==> config.mk <==
export PLATFORM = sky130hd
export DESIGN_NAME = alu_issue_ctrl
export DESIGN_NICKNAME = d
export VERILOG_FILES = /design/src/rtl/alu_pkg.sv /design/src/rtl/alu_issue_ctrl.sv
export SDC_FILE = /design/constraint.sdc
export NUM_CORES = 1
export LEC_CHECK = 0
export BUFFER_PORTS_ARGS = -buffer_cell sky130_fd_sc_hd__buf_2
export CAP_MARGIN = 15
export CORE_ASPECT_RATIO = 1.4
export CORE_MARGIN = 2
export CORE_UTILIZATION = 32
export DETAILED_ROUTE_END_ITERATION = 8
export MAX_ROUTING_LAYER = met4
export PLACE_DENSITY = 0.54
export SLEW_MARGIN = 40
export SYNTH_ARGS = -nofsm -noshare
export SYNTH_HDL_FRONTEND = slang
export SYNTH_SLANG_ARGS = --single-unit
export TNS_END_PERCENT = 50
==> constraint.sdc <==
create_clock -name clk -period 13.68 [get_ports clk]
set_clock_uncertainty 0.05 [all_clocks]
set_input_delay 2.736 -clock clk [delete_from_list [all_inputs] [get_ports clk]]
set_output_delay 2.736 -clock clk [all_outputs]
set_load 0.01 [all_outputs]
==> src/rtl/alu_pkg.sv <==
// Shared opcode, response-error and FSM state definitions for the ALU issue controller.
package alu_pkg;

    // ALU opcodes; anything above OP_DIV is illegal on the request side
    localparam logic [4:0] OP_OR   = 5'd0;
    localparam logic [4:0] OP_AND  = 5'd1;
    localparam logic [4:0] OP_ADD  = 5'd2;
    localparam logic [4:0] OP_SUB  = 5'd3;
    localparam logic [4:0] OP_ADDU = 5'd4;
    localparam logic [4:0] OP_MUL  = 5'd5;
    localparam logic [4:0] OP_DIV  = 5'd6;
    localparam logic [4:0] OP_NOP  = 5'd31;

    // Response error codes
    localparam logic [1:0] ERR_OK      = 2'b00;
    localparam logic [1:0] ERR_DIV0    = 2'b01;
    localparam logic [1:0] ERR_ILLEGAL = 2'b10;
    localparam logic [1:0] ERR_TIMEOUT = 2'b11;

    // Latency / timeout counter width, shared by the comb wait and the divide wait
    localparam int CNT_W = 7;

    typedef enum logic [2:0] {
        S_IDLE      = 3'd0,
        S_ISSUE     = 3'd1,
        S_WAIT_COMB = 3'd2,
        S_WAIT_DIV  = 3'd3,
        S_CAPTURE   = 3'd4,
        S_RESP      = 3'd5
    } state_t;

endpackage

==> src/rtl/alu_issue_ctrl.sv <==
// Issue controller sitting between a request/response handshake and a registered ALU.
// Fixed-latency ops wait COMB_LAT cycles; DIV waits for div_done with a timeout.
// Illegal ops and divide-by-zero are answered locally without touching the ALU.
module alu_issue_ctrl
    import alu_pkg::*;
#(
    parameter int DATA_WIDTH  = 32,
    parameter int COMB_LAT    = 2,
    parameter int DIV_TIMEOUT = 64
) (
    input  logic                    clk,
    input  logic                    reset,
    input  logic                    req_valid,
    output logic                    req_ready,
    input  logic [DATA_WIDTH-1:0]   req_a,
    input  logic [DATA_WIDTH-1:0]   req_b,
    input  logic [4:0]              req_op,
    output logic [DATA_WIDTH-1:0]   alu_a,
    output logic [DATA_WIDTH-1:0]   alu_b,
    output logic [4:0]              alu_op,
    input  logic [2*DATA_WIDTH-1:0] alu_result,
    input  logic                    div_done,
    output logic                    rsp_valid,
    input  logic                    rsp_ready,
    output logic [DATA_WIDTH-1:0]   rsp_hi,
    output logic [DATA_WIDTH-1:0]   rsp_lo,
    output logic [1:0]              rsp_err
);

    localparam logic [CNT_W-1:0] COMB_LOAD = CNT_W'(COMB_LAT - 1);
    localparam logic [CNT_W-1:0] DIV_LOAD  = CNT_W'(DIV_TIMEOUT - 1);

    state_t                  state_q, state_d;
    logic [CNT_W-1:0]        cnt_q, cnt_d;
    logic [DATA_WIDTH-1:0]   alu_a_q, alu_a_d, alu_b_q, alu_b_d;
    logic [4:0]              alu_op_q, alu_op_d;
    logic [DATA_WIDTH-1:0]   rsp_hi_q, rsp_hi_d, rsp_lo_q, rsp_lo_d;
    logic [1:0]              rsp_err_q, rsp_err_d;
    // Error decided at accept time; ISSUE either forwards it or starts the divide wait.
    // Routing errors through ISSUE gives them the same two-cycle turnaround as a divide issue.
    logic [1:0]              err_pend_q, err_pend_d;
    logic                    req_ready_q, rsp_valid_q;

    // Next-state and datapath decode for the issue FSM
    always_comb begin
        state_d    = state_q;
        cnt_d      = cnt_q;
        alu_a_d    = alu_a_q;
        alu_b_d    = alu_b_q;
        alu_op_d   = alu_op_q;
        rsp_hi_d   = rsp_hi_q;
        rsp_lo_d   = rsp_lo_q;
        rsp_err_d  = rsp_err_q;
        err_pend_d = err_pend_q;
        unique case (state_q)
            S_IDLE: begin
                if (req_valid) begin
                    if (req_op <= OP_MUL) begin
                        alu_a_d  = req_a;
                        alu_b_d  = req_b;
                        alu_op_d = req_op;
                        cnt_d    = COMB_LOAD;
                        state_d  = S_WAIT_COMB;
                    end else if (req_op == OP_DIV && req_b != '0) begin
                        alu_a_d    = req_a;
                        alu_b_d    = req_b;
                        alu_op_d   = OP_DIV;
                        err_pend_d = ERR_OK;
                        state_d    = S_ISSUE;
                    end else begin
                        err_pend_d = (req_op == OP_DIV) ? ERR_DIV0 : ERR_ILLEGAL;
                        state_d    = S_ISSUE;
                    end
                end
            end
            S_ISSUE: begin
                if (err_pend_q != ERR_OK) begin
                    rsp_hi_d  = '0;
                    rsp_lo_d  = '0;
                    rsp_err_d = err_pend_q;
                    state_d   = S_RESP;
                end else begin
                    cnt_d   = DIV_LOAD;
                    state_d = S_WAIT_DIV;
                end
            end
            S_WAIT_COMB: begin
                if (cnt_q == '0) state_d = S_CAPTURE;
                else             cnt_d   = cnt_q - 1'b1;
            end
            S_WAIT_DIV: begin
                // div_done wins over an expiring counter in the same cycle
                if (div_done) begin
                    state_d = S_CAPTURE;
                end else if (cnt_q == '0) begin
                    alu_op_d  = OP_NOP;
                    rsp_hi_d  = '0;
                    rsp_lo_d  = '0;
                    rsp_err_d = ERR_TIMEOUT;
                    state_d   = S_RESP;
                end else begin
                    cnt_d = cnt_q - 1'b1;
                end
            end
            S_CAPTURE: begin
                rsp_hi_d  = alu_result[2*DATA_WIDTH-1:DATA_WIDTH];
                rsp_lo_d  = alu_result[DATA_WIDTH-1:0];
                rsp_err_d = ERR_OK;
                alu_op_d  = OP_NOP;
                state_d   = S_RESP;
            end
            S_RESP: begin
                if (rsp_ready) state_d = S_IDLE;
            end
            default: state_d = S_IDLE;
        endcase
    end

    // State and registered outputs; reset aborts any operation in flight
    always_ff @(posedge clk or posedge reset) begin
        if (reset) begin
            state_q     <= S_IDLE;
            cnt_q       <= '0;
            alu_a_q     <= '0;
            alu_b_q     <= '0;
            alu_op_q    <= OP_NOP;
            rsp_hi_q    <= '0;
            rsp_lo_q    <= '0;
            rsp_err_q   <= ERR_OK;
            err_pend_q  <= ERR_OK;
            req_ready_q <= 1'b1;
            rsp_valid_q <= 1'b0;
        end else begin
            state_q     <= state_d;
            cnt_q       <= cnt_d;
            alu_a_q     <= alu_a_d;
            alu_b_q     <= alu_b_d;
            alu_op_q    <= alu_op_d;
            rsp_hi_q    <= rsp_hi_d;
            rsp_lo_q    <= rsp_lo_d;
            rsp_err_q   <= rsp_err_d;
            err_pend_q  <= err_pend_d;
            req_ready_q <= (state_d == S_IDLE);
            rsp_valid_q <= (state_d == S_RESP);
        end
    end

    assign req_ready = req_ready_q;
    assign rsp_valid = rsp_valid_q;
    assign alu_a     = alu_a_q;
    assign alu_b     = alu_b_q;
    assign alu_op    = alu_op_q;
    assign rsp_hi    = rsp_hi_q;
    assign rsp_lo    = rsp_lo_q;
    assign rsp_err   = rsp_err_q;

endmodule

* Word-level counts from Yosys, hierarchy flattened
Cells that the tools add are included.
** Word-level totals
- Memories :: 0
- Logic and storage cells :: 78
- Register bits after elaboration :: 149
- RAM bits :: 0
- Memory bits (read-only) :: 0
- Latch bits :: 0
** Operators by class
- Order comparisons :: 1
- Shift-type cells :: 0
- Equal/unequal tests :: 14
- Reduce and logical (&&, ||, !) cells :: 15
- $add $sub $neg :: 1
- Bitwise gates (word level) :: 1
- Div/mod/pow operators :: 0
- Multipliers :: 0
- Mux-type cells :: 35
** Operators with widths (number)
- $mux 32 :: 7
- $pmux 32 s3 :: 2
- $mux 7 :: 5
- $reduce_bool 32->1 :: 1
- $pmux 7 s4 :: 1
- $mux 5 :: 5
- $mux 3 :: 6
- $pmux 3 s6 :: 1
- $pmux 5 s3 :: 1
- $mux 2 :: 6
- $ne 2x2->1 const B :: 6
- $reduce_and 5->1 :: 2
- $eq 3x3->1 const B :: 3
- $logic_not 7->1 :: 1
- $sub 7x1->7 const B :: 1
- $eq 3x2->1 const B :: 2
- $logic_not 3->1 :: 2
- $pmux 2 s3 :: 1
- $reduce_and 3->1 :: 2
- $reduce_bool 3->1 :: 2
- $eq 5x3->1 const B :: 1
- $le 5x3->1 const B :: 1
- $reduce_and 4->1 :: 1
- $reduce_bool 2->1 :: 2
- 5 further kinds :: 5

* Logic depth before layout (Yosys ltp)
- Depth in word-level cells :: 6
- Depth in mapped cells :: 9
- Depth with buffers taken out :: 7

* Worst setup path after synthesis
Ideal clock, no wire load.
- Path type :: in2reg
- From :: input port req_b[17]
- To :: register alu_a_q[10] (netlist: alu_a[10])
- Stages :: 7
- Setup slack :: 9.417 ns
- Arrival :: 4.088 ns
- Path buffers :: 2
- Required time :: 13.505 ns
- Library setup time :: 0.125 ns
- Cells stage by stage :: nor4_1 > nand4_1 > o21a_1 > o21a_1 > buf_6 > buf_8 > mux2_4
** On the way
- Word-level cells in the longest chain between the ends :: 4
** Ends and longest elaborated chain
- start, declared :: RTL line alu_issue_ctrl.sv:16 : input logic [DATA_WIDTH-1:0] req_b,
- $reduce_bool 32->1 :: RTL line alu_issue_ctrl.sv:64 : end else if (req_op == OP_DIV && req_b != '0) begin
- $logic_and 1x1->1 :: RTL line alu_issue_ctrl.sv:64
- $reduce_bool 2->1 (no line)
- $reduce_and 3->1 (no line)
- end signal, assigned :: RTL line alu_issue_ctrl.sv:136 : alu_a_q <= alu_a_d;
- end, declared :: RTL line alu_issue_ctrl.sv:35 : logic [DATA_WIDTH-1:0] alu_a_q, alu_a_d, alu_b_q, alu_b_d;
No other way between the ends.
A chain may end at the register's enable or synchronous reset.

* Worst setup path in the final report
- From :: input port req_b[20]
- To :: register alu_a_q[13] (netlist: alu_a[13])
The elaborated chain is that of the path after synthesis.

==> results.json <==
{
  "grt_start_max_net_pins": 91,
  "cts_root_buf": "clkbuf_16",
  "antenna_left": 0,
  "die_w_um": 119,
  "yosysMostFrequentCell": "dfrtp_1",
  "io_buffers": 274,
  "seq_area_frac_synth_pct": 62.8,
  "switchingPower_mw": 0.682,
  "worstSetupStartpointType": "input port",
  "dr_total_vias": 4501,
  "synth_top_flop_cell": "dfrtp_1",
  "met3_length_um": 795,
  "clockBufferDepth": 2,
  "fin_nets": 822,
  "pwr-share-comb_pct": 37.4,
  "arrival_ps": 4810,
  "hold_buffers": 0,
  "setup_viol": 0,
  "cp_data_required_time_ps": 13930,
  "cts_tree": "yes",
  "switching_share_pct": 35.0,
  "powerDensity_mw_per_mm2": 239,
  "crit_type": "in -> reg",
  "start_util_pct": 32.4,
  "yosys_warnings": 0,
  "rsz0062_at_grt": "false",
  "ys_top_cells_by_count": "dfrtp_1, a22o_1, mux2_4",
  "clkPwrFrac_pct": 24.6,
  "met1_length_um": 6890,
  "fin_setup_tns_ps": 0,
  "grt_pass1_vias": 4623,
  "synth.avg_cell_area_um2": 14.4,
  "total_leakage_power_nw": 4.26,
  "viasPerCell": 4.79,
  "antenna_found_initial": 0,
  "grt_pass1_wl_um": 24300,
  "ys_async_sr_fraction_pct": 100,
  "cap_violations": 0,
  "synth.largest_area_cell": "dfrtp_1",
  "synth_cell_types": 38,
  "fp.dieArea_mm2": 0.0197,
  "wl_per_cell_um": 16.7,
  "power.internal_mw": 1.26,
  "postCtsResizedCells": 0,
  "layout-drive-gt1-share_pct": 55.9,
  "grt_overflow": 0,
  "synth.top_cell.area_share_pct": 60.2,
  "synthTopCellsByArea": "dfrtp_1, mux2_4, a22o_1",
  "outcome": "completed",
  "cts_sinks": 149,
  "dr_wl_met2_um": 7790,
  "syn_inst": 412,
  "dr.max_layer_used": "met4",
  "crit_fanout": 35,
  "end_kind": "register",
  "finalCritPeriodShare_pct": 33.3,
  "grt_usage_pct": 16.1,
  "cts-htree-levels": 4,
  "synth_area_mm2": 0.00595,
  "first_pass_iters": 4,
  "std_cell_rows": 59,
  "core_mm2": 0.0184,
  "min_path_type": "reg -> reg",
  "ir_worst_vdd_mv": 0.0974,
  "drc": 0,
  "drt-total-wl_um": 15700,
  "timing_hold_violations_final": 0,
  "post_cts.repair.setup_buffers": 0,
  "syn-num-nets": 551,
  "hpwl_um": 11300,
  "worst_pin_slew_ps": 706,
  "path_clk_slew_ps": 60,
  "fp.dieH_um": 165,
  "min_period_ps": 4560,
  "final_core_util_pct": 44.3,
  "place_congestion": 0.771,
  "io_pins": 275,
  "ys_seq_elements": 149,
  "area_growth_syn_to_layout_pct": 37.0,
  "diodes": 0,
  "synth-edff-count": 0,
  "drt-initial-drc-count": 302,
  "maxSlewViolCount": 0,
  "relSlewSlack_pct": 52.9,
  "p_seq_share_pct": 38.0,
  "cts-buffers-inserted": 17,
  "fmax_ghz": 0.219,
  "clock_latency_ps": 420
}
==> layer usage <==
| metal | GRT usage (%) | up-vias |
|---|---|---|
| met4 | 6.01 | 0 |
| met5 | - | - |
| li1 | - | 2068 |
| met3 | 3.81 | 19 |
| met2 | 25.4 | 174 |
| met1 | 20.3 | 2240 |
==> power by group through the flow <==
| stage | Sequential [mW] | Combinational [mW] | Clock, mW |
|---|---|---|---|
| after global placement | 0.740 | 0.716 | 0 |
| after floorplan | 0.811 | 0.376 | 0 |
| after CTS | 0.741 | 0.738 | 0.494 |
| after detailed placement | 0.743 | 0.735 | 0 |
| final | 0.740 | 0.727 | 0.479 |
| after global routing | 0.765 | 0.791 | 0.516 |
==> per-stage QoR <==
stage | total power [mW] | instances | hold slack, ps | area, um2 | setup slack, ps
after global routing | 2.07 | 940 | 432 | 8150 | 8980
after detailed placement | 1.48 | 908 | 407 | 7540 | 8560
after floorplan | 1.19 | 412 | 414 | 5950 | 6900
after CTS | 1.97 | 940 | 417 | 8140 | 9020
after global placement | 1.46 | 907 | 402 | 7520 | 8690
final | 1.95 | 940 | 418 | 8150 | 9120
==> cells by family after synthesis <==
logic type | share of synthesized area (%)
simple gates | 4.97
compound gates | 13.5
flops | 62.8
buf+inv | 3.24
mux | 15.2
fa+ha+maj | 0.210
==> path summary, 6_finish.rpt <==
path,startpoint,end,slack [ps],cells past startpoint
worst max-delay path,req_b[20],alu_a[13]$_DFFE_PP0P_,9120,7
worst min-delay path,alu_op[3]$_DFFE_PP1P_,alu_op[3]$_DFFE_PP1P_,420,2
worst max register to register,state_q[1]$_DFF_PP0_,alu_b[23]$_DFFE_PP0P_,11070,5
worst min register to register,alu_op[3]$_DFFE_PP1P_,alu_op[3]$_DFFE_PP1P_,420,2
max in group asynchronous,reset,alu_op[3]$_DFFE_PP1P_,10230,3
min in group asynchronous,reset,rsp_hi[2]$_DFFE_PP0P_,2330,2
==> registers in the layout (all words and copies together), names as in the netlist <==
register	flops
alu_a	32
alu_b	32
rsp_hi	32
rsp_lo	32
cnt_q	7
alu_op	5
state_q	3
err_pend_q	2
rsp_err	2
req_ready	1
rsp_valid	1
==> placed cells by master (no fill, tap or decap), types with 2 or more instances in the layout <==
cell type	instances
a22o_1	64
dfstp_2	6
o21ai_0	14
inv_8	3
nor4_1	9
and2_1	2
nand4_1	2
buf_4	2
mux2_2	28
clkinv_4	2
a22oi_1	2
dfrtp_1	143
nor3_1	7
nand2b_1	4
or3_1	2
clkinvlp_4	2
nand2_1	7
buf_2	274
nor2_1	13
clkbuf_16	17
o21a_1	2
a21o_1	2
inv_1	8
bufinv_16	2
inv_6	5
mux2_4	38
o31ai_1	2
a21oi_1	12
mux2i_1	2
nor2b_1	2
==> worst max-delay path, cell delays in order <==
cell and delay, ps:
buf_2 110, nor4_1 460, nand4_1 230, o21a_1 260, o21a_4 370, buf_12 260
mux2_4 330
==> cell type report <==
cell class / count / area [um2]
timing repair buffer: 278 / 1420
sequential: 149 / 3740
fill: 1716 / 10200
inverter: 9 / 41.3
clock inverter: 14 / 164
multi-input combinational: 228 / 2040
tap: 244 / 305
clock buffer: 18 / 439
No activity file was read; power rests on OpenSTA's default activity.
